$ cat src/rtl/timer_defs.sv
// Shared definitions for the memory-mapped down-counting timer: register map,
// CTRL bit positions and controller state encoding.
package timer_defs;

  localparam logic [1:0] TIMER_CTRL   = 2'd0;
  localparam logic [1:0] TIMER_PRESET = 2'd1;
  localparam logic [1:0] TIMER_COUNT  = 2'd2;

  localparam int unsigned CTRL_EN       = 0;
  localparam int unsigned CTRL_MODE_LSB = 1;
  localparam int unsigned CTRL_IM       = 3;

  localparam logic [1:0] MODE_ONESHOT = 2'b00;
  localparam logic [1:0] MODE_AUTO    = 2'b01;

  typedef enum logic [1:0] {
    S_IDLE,
    S_LOAD,
    S_CNT,
    S_INT
  } state_e;

endpackage

$ cat src/rtl/timer_dev.sv
// Programmable 32-bit down-counting timer with one-shot and auto-reload modes;
// irq feeds one CP0 HWInt bit.
module timer_dev
  import timer_defs::*;
(
  input  logic        clk,
  input  logic        rst,
  input  logic [1:0]  addr,
  input  logic        we,
  input  logic [31:0] din,
  output logic [31:0] dout,
  output logic        irq
);

  logic [3:0]  ctrl_q, ctrl_d;
  logic [31:0] preset_q, preset_d;
  logic [31:0] count_q, count_d;
  logic        flag_q, flag_d;
  state_e      state_q, state_d;

  logic ctrl_wr, preset_wr;

  assign ctrl_wr   = we && (addr == TIMER_CTRL);
  assign preset_wr = we && (addr == TIMER_PRESET);

  always_ff @(posedge clk or posedge rst) begin
    if (rst) begin
      ctrl_q   <= '0;
      preset_q <= '0;
      count_q  <= '0;
      flag_q   <= 1'b0;
      state_q  <= S_IDLE;
    end else begin
      ctrl_q   <= ctrl_d;
      preset_q <= preset_d;
      count_q  <= count_d;
      flag_q   <= flag_d;
      state_q  <= state_d;
    end
  end

  always_comb begin
    ctrl_d   = ctrl_q;
    preset_d = preset_q;
    count_d  = count_q;
    flag_d   = flag_q;
    state_d  = state_q;

    // A CTRL/PRESET store acknowledges the interrupt; a terminal count below overrides it.
    if (ctrl_wr || preset_wr) flag_d = 1'b0;
    if (preset_wr) preset_d = din;

    case (state_q)
      S_IDLE: begin
        if (ctrl_q[CTRL_EN]) state_d = S_LOAD;
      end
      S_LOAD: begin
        count_d = preset_q;
        state_d = S_CNT;
      end
      S_CNT: begin
        if (!ctrl_q[CTRL_EN]) begin
          state_d = S_IDLE;
        end else if (count_q > 32'd1) begin
          count_d = count_q - 32'd1;
        end else begin
          // Treats PRESET = 0 like 1 and never wraps below zero.
          count_d = '0;
          flag_d  = 1'b1;
          state_d = S_INT;
        end
      end
      S_INT: begin
        if (ctrl_q[CTRL_MODE_LSB +: 2] == MODE_AUTO) begin
          flag_d  = 1'b0;
          state_d = S_LOAD;
        end else begin
          ctrl_d[CTRL_EN] = 1'b0;
          state_d         = S_IDLE;
        end
      end
      default: state_d = S_IDLE;
    endcase

    // Placed last so a software CTRL store beats the one-shot EN clear.
    if (ctrl_wr) ctrl_d = din[3:0];
  end

  always_comb begin
    dout = '0;
    case (addr)
      TIMER_CTRL:   dout = {28'd0, ctrl_q};
      TIMER_PRESET: dout = preset_q;
      TIMER_COUNT:  dout = count_q;
      default:      dout = '0;
    endcase
  end

  assign irq = ctrl_q[CTRL_IM] & flag_q;

endmodule

$ cat config.mk
export PLATFORM = sky130hd
export DESIGN_NAME = timer_dev
export DESIGN_NICKNAME = d
export VERILOG_FILES = /design/src/rtl/timer_defs.sv /design/src/rtl/timer_dev.sv
export SDC_FILE = /design/constraint.sdc
export NUM_CORES = 1
export LEC_CHECK = 0
export CAP_MARGIN = 5
export CORE_MARGIN = 8
export CORE_UTILIZATION = 60
export DETAILED_ROUTE_END_ITERATION = 10
export DONT_BUFFER_PORTS = 1
export PLACE_DENSITY = 0.81
export SYNTH_ARGS = -nofsm -noshare
export SYNTH_HDL_FRONTEND = slang
export SYNTH_SLANG_ARGS = --single-unit
$ cat constraint.sdc
create_clock -name clk -period 6.7 [get_ports clk]
set_input_delay 0.67 -clock clk [delete_from_list [all_inputs] [get_ports clk]]
set_output_delay 0.67 -clock clk [all_outputs]
set_load 0.02 [all_outputs]
==> results of run 1 <==
[metrics by stage]
| step | hold WS (ns) | util [%] | instances |
|---|---|---|---|
| after floorplan | 0.476 | - | 396 |
| after global placement | 0.510 | 61.4 | 453 |
| after detailed placement | 0.509 | 61.4 | 453 |
| after CTS | 0.439 | 64.2 | 466 |
| after global routing | 0.449 | 64.2 | 466 |
| final | 0.442 | 64.2 | 466 |
[cells in the mapped netlist (all sizes together) (2+ instances only)]
| master | n |
|---|---|
| a31oi | 4 |
| nor4 | 5 |
| and2 | 2 |
| dfrtp | 71 |
| a221o | 5 |
| or2 | 2 |
| nand2b | 4 |
| nor2 | 13 |
| o21ai | 26 |
| or3 | 13 |
| nor2b | 5 |
| a21oi | 12 |
| o2bb2ai | 2 |
| nand3 | 14 |
| mux2 | 35 |
| and3 | 2 |
| nor3 | 14 |
| o311a | 2 |
| clkbuf | 14 |
| or4 | 3 |
| nand4 | 4 |
| o211ai | 6 |
| o31ai | 7 |
| nand2 | 30 |
| buf | 14 |
| a22o | 34 |
| inv | 6 |
| o311ai | 6 |
| o31a | 3 |
| o41ai | 4 |
| nand3b | 2 |
| a22oi | 10 |
| a31o | 2 |
| ha | 2 |
| mux2i | 7 |
[registers in the layout, summed over array words and instances, names as in the netlist]
name and flops:
ctrl_q 4, preset_q 32, state_q 2, flag_q 1, count_q 32
[final timing paths]
kind / from / to / cells after the start
max reg2reg: count_q[11]$_DFFE_PP0P_ / count_q[4]$_DFFE_PP0P_ / 5
max: addr[1] / dout[10] / 2
min reg2reg: preset_q[29]$_DFFE_PP0P_ / count_q[29]$_DFFE_PP0P_ / 1
min in group asynchronous: rst / preset_q[27]$_DFFE_PP0P_ / 2
min: din[0] / ctrl_q[0]$_DFFE_PP0P_ / 2
max in group asynchronous: rst / count_q[18]$_DFFE_PP0P_ / 2
[power by group]
group	internal, mW	total [mW]	leakage (nW)	switching [mW]
sequential	0.570	0.787	0.862	0.217
combinational	0.295	0.718	0.722	0.423
clock	0.186	0.335	0.0944	0.148
[logic make-up after synthesis]
kind of cell / synth area share, %
buffers and inverters: 3.71
adders and majority gates: 0.613
muxes: 11.4
DFF: 43.5
AOI/OAI and AO/OA: 23.9
and+or+nand+nor: 16.9
[routing by layer]
| metal | vias up | track usage (%) |
|---|---|---|
| met3 | 20 | 6.41 |
| met4 | 0 | 9.09 |
| met5 | - | 0 |
| met2 | 149 | 33.3 |
| li1 | 1506 | - |
| met1 | 1642 | 27.6 |
[placed cells by master, fill, tap and decap left out, drive strengths merged, types with 6 or more instances in the layout]
cell     n
nand3   14
nand2   30
inv      6
mux2    35
o21ai   26
nor3    14
clkbuf  12
mux2i    7
a22o    34
o31ai    7
o211ai   6
a22oi   10
dfrtp   71
a21oi   12
nor2    13
or3     13
o311ai   6
[area by class of cell]
type,count,area (um^2)
fill,549,2390
multi-input combinational,290,2160
sequential,71,1780
clock buffer,12,155
tap,80,100
timing repair buffer,5,37.5
clock inverter,1,30.0
inverter,7,26.3
==> results.txt, run 1 <==
----------------------------------------------------
[Placed design]
  Placed cell areas ... roughly 4100 um^2
  Placed wire-length estimate ... 6.90 mm
  Number of I/O port buffers ... 0
  Placer congestion estimate ... about 0.87
  Worst setup timing slack at the placement stage ... 4.03 ns

[CTS]
  Max clock buf depth ... 2
  Buffer count from post-CTS setup fixing ... 0
  Total clock buffers created by CTS ... 9
  Clock slew at reported path FFs ... 0.07 ns
  Sink Count ... between 70 and 80
  Clock tree root buffer cell ... sky130_fd_sc_hd__clkbuf_8
  Clock latency of the later-clocked register in the worst-skew pair ... ~0.34 ns
  Clock H-tree levels ... 3
  Hold-fix buffer count after cts ... 0
  TritonCTS clock tree ... done
  Total of cells resized after clock tree synthesis ... 0

[Final layout]
  Number of nets in the layout ... 423
  Share of post-route cells with drive strength above 1 ... 19.9%
  Area Growth Syn to Fin ... 5.06%
  Cell area after layout ... between 4000 and 5000 um^2
  Number of diodes ... 0

[Global route]
  Wire length of the first global-routing pass ... between 15 and 20 mm
  GR Util All Layers ... between 20% and 30%
  Vias in the first global route ... between 3,000 and 4,000
  Maximum number of pins on one net before global-route repair ... 72
  Number of antenna violations at the first check in global routing ... 0
  GRT overflow ... 0

[Routing]
  Drt initial violations ... 210
  Wirelength, routed ... 10.1 mm
  Length of routed wiring on met1 ... ~4.3 mm
  Routed via count divided by cell count ... approximately 7.1
  Total length of routed met2 wires ... roughly 4.7 mm
  Top metal layer carrying routed signals ... met4
  Met3 routed WL ... roughly 900 um
  Via count ... between 3,000 and 4,000
  Per-cell routed wire length ... around 22 um
  Router iterations before antenna repair ... 5
  Number of antenna-violating nets in the routed design ... 0
  Number of remaining DRC errors ... 0

[Worst setup path]
  WP data arrival ... 1.99 ns
  Largest stage delay on the critical path ... ~0.91 ns
  Slowest CP cell ... sky130_fd_sc_hd__nor2b_2
  Required time of the critical path ... roughly 6.0 ns
  Cell-by-cell listing of the critical path ... nor2b_2 -> a22o_1
  Setup crit end kind ... primary output
  Bufs and invs on worst path ... 0
  Largest fanout of any net on the critical path ... 28
  Startpoint-to-endpoint class of the critical path ... primary input to primary output
  Launching element type of the critical path ... primary input
  Critical path's top delay family ... simple AND/OR/NAND/NOR gates
  Worst setup slack for register-to-register paths ... 4.07 ns

[Synth]
  Synthesized netlist cell count ... 396
  Area share of the largest cell type after synthesis ... a little over two fifths
  Mapped Avg Cell Area ... approximately 10 um^2
  Total of flip-flops plus latches after synthesis ... 71
  Synth Net Count ... 435
  Most used flip-flop cell after synthesis ... sky130_fd_sc_hd__dfrtp_1
  Cell variety after synth ... between 60 and 70
  Async S/R FF share, synth ... between 90% and 100%
  Yosys top cell by area ... sky130_fd_sc_hd__dfrtp_1
  EDFF count, synth ... 0
  Total standard cell area after synthesis ... just over 4000 um^2
  Biggest area contributors in the synthesized netlist ... sky130_fd_sc_hd__dfrtp_1 44%, sky130_fd_sc_hd__mux2_2 9.7%, sky130_fd_sc_hd__a22o_1 7.1%, sky130_fd_sc_hd__o21ai_0 3.2%, sky130_fd_sc_hd__nand2_1 2.8%
  Yosys warning count ... 0
  Post-synthesis sequential area ratio ... a little over two fifths

[STA]
  Final Slew Violations ... 0
  Final clock period utilization by the worst path ... about two fifths
  Post-route clock skew ... about 0.0072 ns
  Pin slew with the least headroom to its limit ... 1.18 ns
  Setup repair after global routing missed its margin ... no
  Peak Freq ... 376 MHz
  Final Worst Setup Slack ... 4.04 ns
  Number of hold violations in the final report ... 0
  Number of failing setup endpoints in the final timing report ... 0
  Post-layout min period ... approximately 2.7 ns
  Setup TNS Final ... 0 ns
  Relative slew margins ... around a fifth

[Power and ir drop]
  Leak ... 1.68 nW
  Worst IR Drop VDD ... roughly 0.22 mV
  Pwr dens ... between 400 and 500 nW/um^2
  Total power ... around 1.8 mW

[Die]
  Number of ports placed on the die boundary ... 70
  Initial Utilization ... between 60% and 70%
  Chip Height ... around 98 um
  Horizontal die dimension ... 98.5 um
  Area of the placeable core ... 6680 um^2
  Floorplan row count ... 30
  Total die area ... 9700 um^2

[Min path]
  Class of the worst hold path ... primary input to register

[Job]
  Number of max-capacitance violations reported ... 0

[Outcome]
  Run status ... completed

----------------------------------------------------
Power figures use the tool's default switching activity.
==> run 2: changes to the inputs <==
ABC_AREA = 1   (was default)
clock period = 2.7 ns   (was 6.7 ns; I/O delays follow)
==> run 2 against run 1 <==
Global-route usage rose by 2.6 points. Sequential share of layout area down 5.7 points. Total power grew to 2.7 times the previous value. First-iteration DRC count rose by 47%. Wire length is 19% higher. Setup slack worse by 3.6 ns. Area after synthesis grew 12%. Critical path depth increased by 6. Sequential power increased by 130%. Worst hold slack lost 0.39 ns. Register-to-register slack got worse by 3.6 ns. Largest power group is now combinational cells.
==> results.txt, run 2 <==
----------------------------------------------------
[Worst setup path]
  Cell-by-cell listing of the critical path ... nor2_4 -> inv_4 -> nor2_4 -> inv_2 -> nand2_2 -> buf_12 -> o21ai_0 -> o21a_1
  Worst setup slack for register-to-register paths ... between 0.4 and 0.5 ns
  Largest stage delay on the critical path ... about 0.45 ns
  WP data arrival ... 2.49 ns
  Launching element of the worst setup path ... state_q[0]$_DFFE_PP0P_
  Launching element type of the critical path ... register
  Most numerous cell on the critical path ... sky130_fd_sc_hd__nor2_4
  Slowest CP cell ... sky130_fd_sc_hd__dfrtp_1
  Critical path's top delay family ... simple AND/OR/NAND/NOR gates
  Setup crit end kind ... register
  Required time of the critical path ... between 2 and 3 ns
  Bufs and invs on worst path ... 3
  Startpoint-to-endpoint class of the critical path ... register to register
  RR Startpoint ... state_q[0]$_DFFE_PP0P_
  Largest fanout of any net on the critical path ... 30

[Power and ir drop]
  Worst IR Drop VDD ... approximately 0.49 mV
  Leak ... 2.31 nW
  Pwr dens ... a little under 1000 nW/um^2

[CTS]
  Max clock buf depth ... 2
  Sink Count ... 71
  Clock slew at reported path FFs ... about 0.09 ns
  Total clock buffers created by CTS ... 9
  TritonCTS clock tree ... done
  Clock tree root buffer cell ... sky130_fd_sc_hd__clkbuf_8
  Buffer count from post-CTS setup fixing ... 0
  Clock latency of the later-clocked register in the worst-skew pair ... approximately 0.36 ns
  Clock H-tree levels ... 3

[STA]
  Number of failing setup endpoints in the final timing report ... 0
  Setup repair after global routing missed its margin ... no
  Pin slew with the least headroom to its limit ... 0.773 ns
  Post-route clock skew ... roughly 0.013 ns
  Relative slew margins ... about half
  Number of hold violations in the final report ... 0
  Final hold slack ... between 0.04 and 0.05 ns
  Final Slew Violations ... 0
  Final Worst Setup Slack ... roughly 0.47 ns
  Setup TNS Final ... 0 ns
  Post-layout min period ... between 2 and 2.5 ns
  Final clock period utilization by the worst path ... between 80% and 90%
  Peak Freq ... 448 MHz

[Routing]
  Routed via count divided by cell count ... approximately 5.6
  Drt initial violations ... 309
  Via count ... around 4,100
  Number of antenna-violating nets in the routed design ... 0
  Router iterations before antenna repair ... 5
  Per-cell routed wire length ... 16.7 um
  Number of remaining DRC errors ... 0
  Wirelength, routed ... approximately 12 mm

[Final layout]
  Number of diodes ... 0
  Number of nets in the layout ... approximately 660
  Most frequent cells in the layout ... 123 x sky130_fd_sc_hd__nand2_1, 84 x sky130_fd_sc_hd__nor2_1, 76 x sky130_fd_sc_hd__inv_1
  Share of post-route cells with drive strength above 1 ... roughly a fifth
  Top Registers ... count_q: 32 flops, preset_q: 32 flops, ctrl_q: 4 flops
  Most common cell after layout, fill and taps aside ... sky130_fd_sc_hd__nand2_1
  Filler Cell Count ... about 630
  Area Growth Syn to Fin ... 9.29%

[Synth]
  Async S/R FF share, synth ... 100%
  Yosys warning count ... 0
  EDFF count, synth ... 0
  Leading cell types by count after synthesis ... 123 x sky130_fd_sc_hd__nand2_1, 84 x sky130_fd_sc_hd__nor2_1, 77 x sky130_fd_sc_hd__inv_1, 71 x sky130_fd_sc_hd__dfrtp_1, 64 x sky130_fd_sc_hd__o21ai_0
  Most frequent cell after synthesis ... sky130_fd_sc_hd__nand2_1
  Cell variety after synth ... 34
  Area share of the largest cell type after synthesis ... between 30% and 40%
  Biggest area contributors in the synthesized netlist ... sky130_fd_sc_hd__dfrtp_1 39%, sky130_fd_sc_hd__nand2_1 10%, sky130_fd_sc_hd__o21ai_0 7.0%, sky130_fd_sc_hd__nor2_1 6.9%, sky130_fd_sc_hd__inv_1 6.3%
  Synthesized netlist cell count ... about 600
  Synth Net Count ... approximately 640
  Yosys top cell by area ... sky130_fd_sc_hd__dfrtp_1
  Total of flip-flops plus latches after synthesis ... between 70 and 80
  Post-synthesis sequential area ratio ... 39.0%
  Mapped Avg Cell Area ... approximately 7.5 um^2
  Most used flip-flop cell after synthesis ... sky130_fd_sc_hd__dfrtp_1
  Total standard cell area after synthesis ... around 4600 um^2

[Placed design]
  Placer congestion estimate ... between 0.9 and 1
  Worst setup timing slack at the placement stage ... 0.518 ns
  Number of I/O port buffers ... 0
  Placed wire-length estimate ... ~8.8 mm

[Die]
  Initial Utilization ... around 62%
  Horizontal die dimension ... approximately 100 um
  Floorplan row count ... 31
  Number of ports placed on the die boundary ... 70
  Total die area ... 10,600 um^2
  Chip Height ... 103 um
  Area of the placeable core ... between 7000 and 8000 um^2

[Job]
  Number of max-capacitance violations reported ... 0

[Global route]
  Vias in the first global route ... between 4,000 and 5,000
  GRT overflow ... 0
  Maximum number of pins on one net before global-route repair ... 38
  Wire length of the first global-routing pass ... between 15 and 20 mm
  GR Util All Layers ... about a quarter
  Number of antenna violations at the first check in global routing ... 0

[Min path]
  Hold Startpoint ... din[23]
  Class of the worst hold path ... primary input to register

[Outcome]
  Run status ... completed

----------------------------------------------------
## run 2: what timing repair did
item / in CTS / in global routing
endpoints found under the hold margin: 34 / 0
resized for setup: 0 / 0
hold buffers: 1 / 0
## run 2: area by class of cell
class | instances | area, um^2 | area share, %
Tap cell | 99 | 124 | 2.49
Inverter | 81 | 307 | 6.16
Sequential cell | 71 | 1780 | 35.7
Clock buffer | 9 | 124 | 2.49
Multi-Input combinational cell | 430 | 2330 | 46.9
Clock inverter | 6 | 93.8 | 1.89
Timing Repair Buffer | 25 | 215 | 4.33
## run 2: where the power goes
| group | internal, mW | total [mW] | switching [mW] |
|---|---|---|---|
| combinational | 0.733 | 2.14 | 1.41 |
| clock | 0.523 | 0.971 | 0.447 |
| sequential | 1.41 | 1.80 | 0.389 |
| total | 2.67 | 4.91 | 2.24 |
## run 2: metal layers
layer | vias to the layer above | GRT usage, % | wire [um]
li1 | 1967 | - | -
met1 | 1936 | 31.3 | 5330
met2 | 142 | 38.9 | 5720
met3 | 24 | 5.13 | 715
met4 | 0 | 8.79 | 274
met5 | - | 0 | 0
## run 2: worst paths after layout
kind | end | cells after the start
max | count_q[1]$_DFFE_PP0P_ | 8
min | preset_q[23]$_DFFE_PP0P_ | 1
max reg2reg | count_q[1]$_DFFE_PP0P_ | 8
min reg2reg | preset_q[1]$_DFFE_PP0P_ | 2
max in group asynchronous | count_q[5]$_DFFE_PP0P_ | 3
min in group asynchronous | preset_q[29]$_DFFE_PP0P_ | 2
## run 2: cell families after synthesis
family,after synthesis,synth area share (%)
muxes,13,3.22
and+or+nand+nor,278,29.0
adders and majority gates,2,0.550
DFF,71,39.0
xor gates and xnor gates,11,2.12
AOI/OAI and AO/OA,126,16.4
buffers and inverters,102,9.68
## run 2: metrics by stage
stage / instances / area [um^2] / util (%) / power [mW]
floorplan: 603 / 4550 / - / 3.44
global placement: 705 / 4750 / 65.1 / 3.80
detailed placement: 705 / 4750 / 65.1 / 3.91
CTS: 721 / 4970 / 68.2 / 4.89
finish: 721 / 4970 / 68.2 / 4.91
global route: 721 / 4970 / 68.2 / 5.26
## run 2: worst reg2reg max path, cell delays in order (launching register included)
cell and delay (ns):
sky130_fd_sc_hd__dfrtp_1 0.45, sky130_fd_sc_hd__nor2_4 0.37, sky130_fd_sc_hd__inv_4 0.16, sky130_fd_sc_hd__nor2_4 0.14
sky130_fd_sc_hd__inv_2 0.12, sky130_fd_sc_hd__nand2_2 0.35, sky130_fd_sc_hd__buf_12 0.23, sky130_fd_sc_hd__o21ai_0 0.11
sky130_fd_sc_hd__o21a_1 0.20
==> run 3: changes to the inputs <==
CORE_UTILIZATION = 58   (was 60)
clock period = 2 ns   (was 2.7 ns; I/O delays follow)
==> run 3 against run 2 <==
Critical endpoint is now count_q[3]$_DFFE_PP0P_. Sequential cell count unchanged. Clock power up 22%. Cell area up 8.7%.
==> results.txt, run 3 (synthesized netlist as in run 2, its figures left out) <==
----------------------------------------------------
[Worst setup path]
  Setup crit end kind ... register
  Largest fanout of any net on the critical path ... 12
  WP data arrival ... 2.13 ns
  Worst setup slack for register-to-register paths ... around 0.11 ns
  Critical path's top delay family ... simple AND/OR/NAND/NOR gates
  Largest stage delay on the critical path ... 0.45 ns
  Required time of the critical path ... between 2 and 2.5 ns
  Launching element type of the critical path ... register
  Cell-by-cell listing of the critical path ... nor2_2 -> nand2_1 -> nor2_1 -> inv_1 -> nor2_4 -> nor2_8 -> o21ai_0 -> a21oi_2
  Bufs and invs on worst path ... 1
  Startpoint-to-endpoint class of the critical path ... register to register
  Slowest CP cell ... sky130_fd_sc_hd__dfrtp_1

[Final layout]
  Most frequent cells in the layout ... 123 x sky130_fd_sc_hd__nand2_1, 84 x sky130_fd_sc_hd__nor2_1, 76 x sky130_fd_sc_hd__inv_1
  Number of nets in the layout ... just over 700
  Area Growth Syn to Fin ... 18.8%
  Number of diodes ... 0
  Share of post-route cells with drive strength above 1 ... 22.4%
  Util after Layout ... a little over two thirds
  Top Registers ... count_q: 32 flops, preset_q: 32 flops, ctrl_q: 4 flops
  Most common cell after layout, fill and taps aside ... sky130_fd_sc_hd__nand2_1

[Routing]
  Router iterations before antenna repair ... 5
  Drt initial violations ... 231
  Wirelength, routed ... about 13 mm
  Routed via count divided by cell count ... ~5.5
  Via count ... around 4,300
  Number of remaining DRC errors ... 0
  Per-cell routed wire length ... between 15 and 20 um
  Number of antenna-violating nets in the routed design ... 0

[Die]
  Area of the placeable core ... between 7000 and 8000 um^2
  Number of ports placed on the die boundary ... 70
  Total die area ... roughly 11,000 um^2
  Floorplan row count ... 32
  Chip Height ... approximately 100 um
  Horizontal die dimension ... ~100 um
  Initial Utilization ... 59.5%

[STA]
  Final clock period utilization by the worst path ... a little over nine tenths
  Number of hold violations in the final report ... 0
  Final Slew Violations ... 0
  Post-layout min period ... between 1.5 and 2 ns
  Number of failing setup endpoints in the final timing report ... 0
  Relative slew margins ... 63.8%
  Setup TNS Final ... 0 ns
  Pin slew with the least headroom to its limit ... ~0.54 ns
  Final hold slack ... ~0.011 ns
  Setup repair after global routing missed its margin ... yes
  Post-route clock skew ... 0.0121 ns
  Peak Freq ... roughly 530 MHz

[Min path]
  Class of the worst hold path ... primary input to register

[CTS]
  Clock H-tree levels ... 3
  Sink Count ... ~70
  Clock latency of the later-clocked register in the worst-skew pair ... 0.36 ns
  Clock slew at reported path FFs ... 0.08 ns
  TritonCTS clock tree ... done
  Max clock buf depth ... 2
  Clock tree root buffer cell ... sky130_fd_sc_hd__clkbuf_8
  Total clock buffers created by CTS ... 9

[Power and ir drop]
  Total power ... about 6.7 mW
  Pwr dens ... 1240 nW/um^2
  Worst IR Drop VDD ... ~0.78 mV
  Leak ... 2.53 nW

[Global route]
  Wire length of the first global-routing pass ... 21.0 mm
  Number of antenna violations at the first check in global routing ... 0
  Vias in the first global route ... roughly 4,400
  GR Util All Layers ... between 20% and 30%
  GRT overflow ... 0
  Maximum number of pins on one net before global-route repair ... 31

[Outcome]
  Run status ... completed

[Placed design]
  Number of I/O port buffers ... 0
  Placed wire-length estimate ... roughly 9 mm
  Placer congestion estimate ... 0.965

[Job]
  Number of max-capacitance violations reported ... 0

----------------------------------------------------
run 3: area by class of cell:
type | count | area [um^2]
Timing Repair Buffer | 75 | 653
Fill cell | 621 | 2240
Clock inverter | 6 | 68.8
Clock buffer | 10 | 128
Sequential cell | 71 | 1780
Inverter | 81 | 307
Tap cell | 102 | 128
Multi-Input combinational cell | 431 | 2350
run 3: per-stage QoR:
stage | setup WS (ns) | std cells | instance area (um^2)
final | 0.110 | 776 | 5410
after global placement | 0.207 | 730 | 4920
after floorplan | 0.00343 | 603 | 4550
after CTS | 0.0737 | 771 | 5360
after global routing | -0.000379 | 776 | 5410
after detailed placement | 0.106 | 730 | 4920
run 3: path summary, 6_finish.rpt:
| check | startpoint | end | cells after the start |
|---|---|---|---|
| min reg2reg | preset_q[2]$_DFFE_PP0P_ | preset_q[2]$_DFFE_PP0P_ | 2 |
| max reg2reg | count_q[21]$_DFFE_PP0P_ | count_q[3]$_DFFE_PP0P_ | 8 |
| min in group asynchronous | rst | count_q[30]$_DFFE_PP0P_ | 2 |
| max in group asynchronous | rst | preset_q[6]$_DFFE_PP0P_ | 3 |
| min | din[17] | preset_q[17]$_DFFE_PP0P_ | 2 |
| max | count_q[21]$_DFFE_PP0P_ | count_q[3]$_DFFE_PP0P_ | 8 |
run 3: power by group:
| group | switching, mW | leakage [nW] | internal [mW] | total [mW] |
|---|---|---|---|---|
| clock | 0.599 | 0.0973 | 0.585 | 1.18 |
| combinational | 1.95 | 1.62 | 1.14 | 3.10 |
| sequential | 0.538 | 0.818 | 1.91 | 2.44 |
run 3: timing repair:
action | in CTS | in global routing
buffers inserted | 0 | 3
hold buffers | 25 | 1
gates resized for setup | 0 | 1
endpoints found under the setup margin | 0 | 4
hold endpoints to repair | 38 | 1
run 3: worst reg2reg max path: stages (launching register included):
cell and delay [ns]:
sky130_fd_sc_hd__dfrtp_1 0.45, sky130_fd_sc_hd__nor2_2 0.17, sky130_fd_sc_hd__nand2_1 0.11, sky130_fd_sc_hd__nor2_1 0.29, sky130_fd_sc_hd__inv_1 0.15, sky130_fd_sc_hd__nor2_4 0.26, sky130_fd_sc_hd__nor2_8 0.13, sky130_fd_sc_hd__o21ai_0 0.14
sky130_fd_sc_hd__a21oi_2 0.08
run 3: metal layers:
metal	part of all wire [%]	GRT usage [%]	vias to the layer above
met5	0	0	-
met4	1.4	8.15	0
met3	7.7	5.84	16
met2	49	38.1	179
met1	42	29.2	2045
li1	-	-	2066
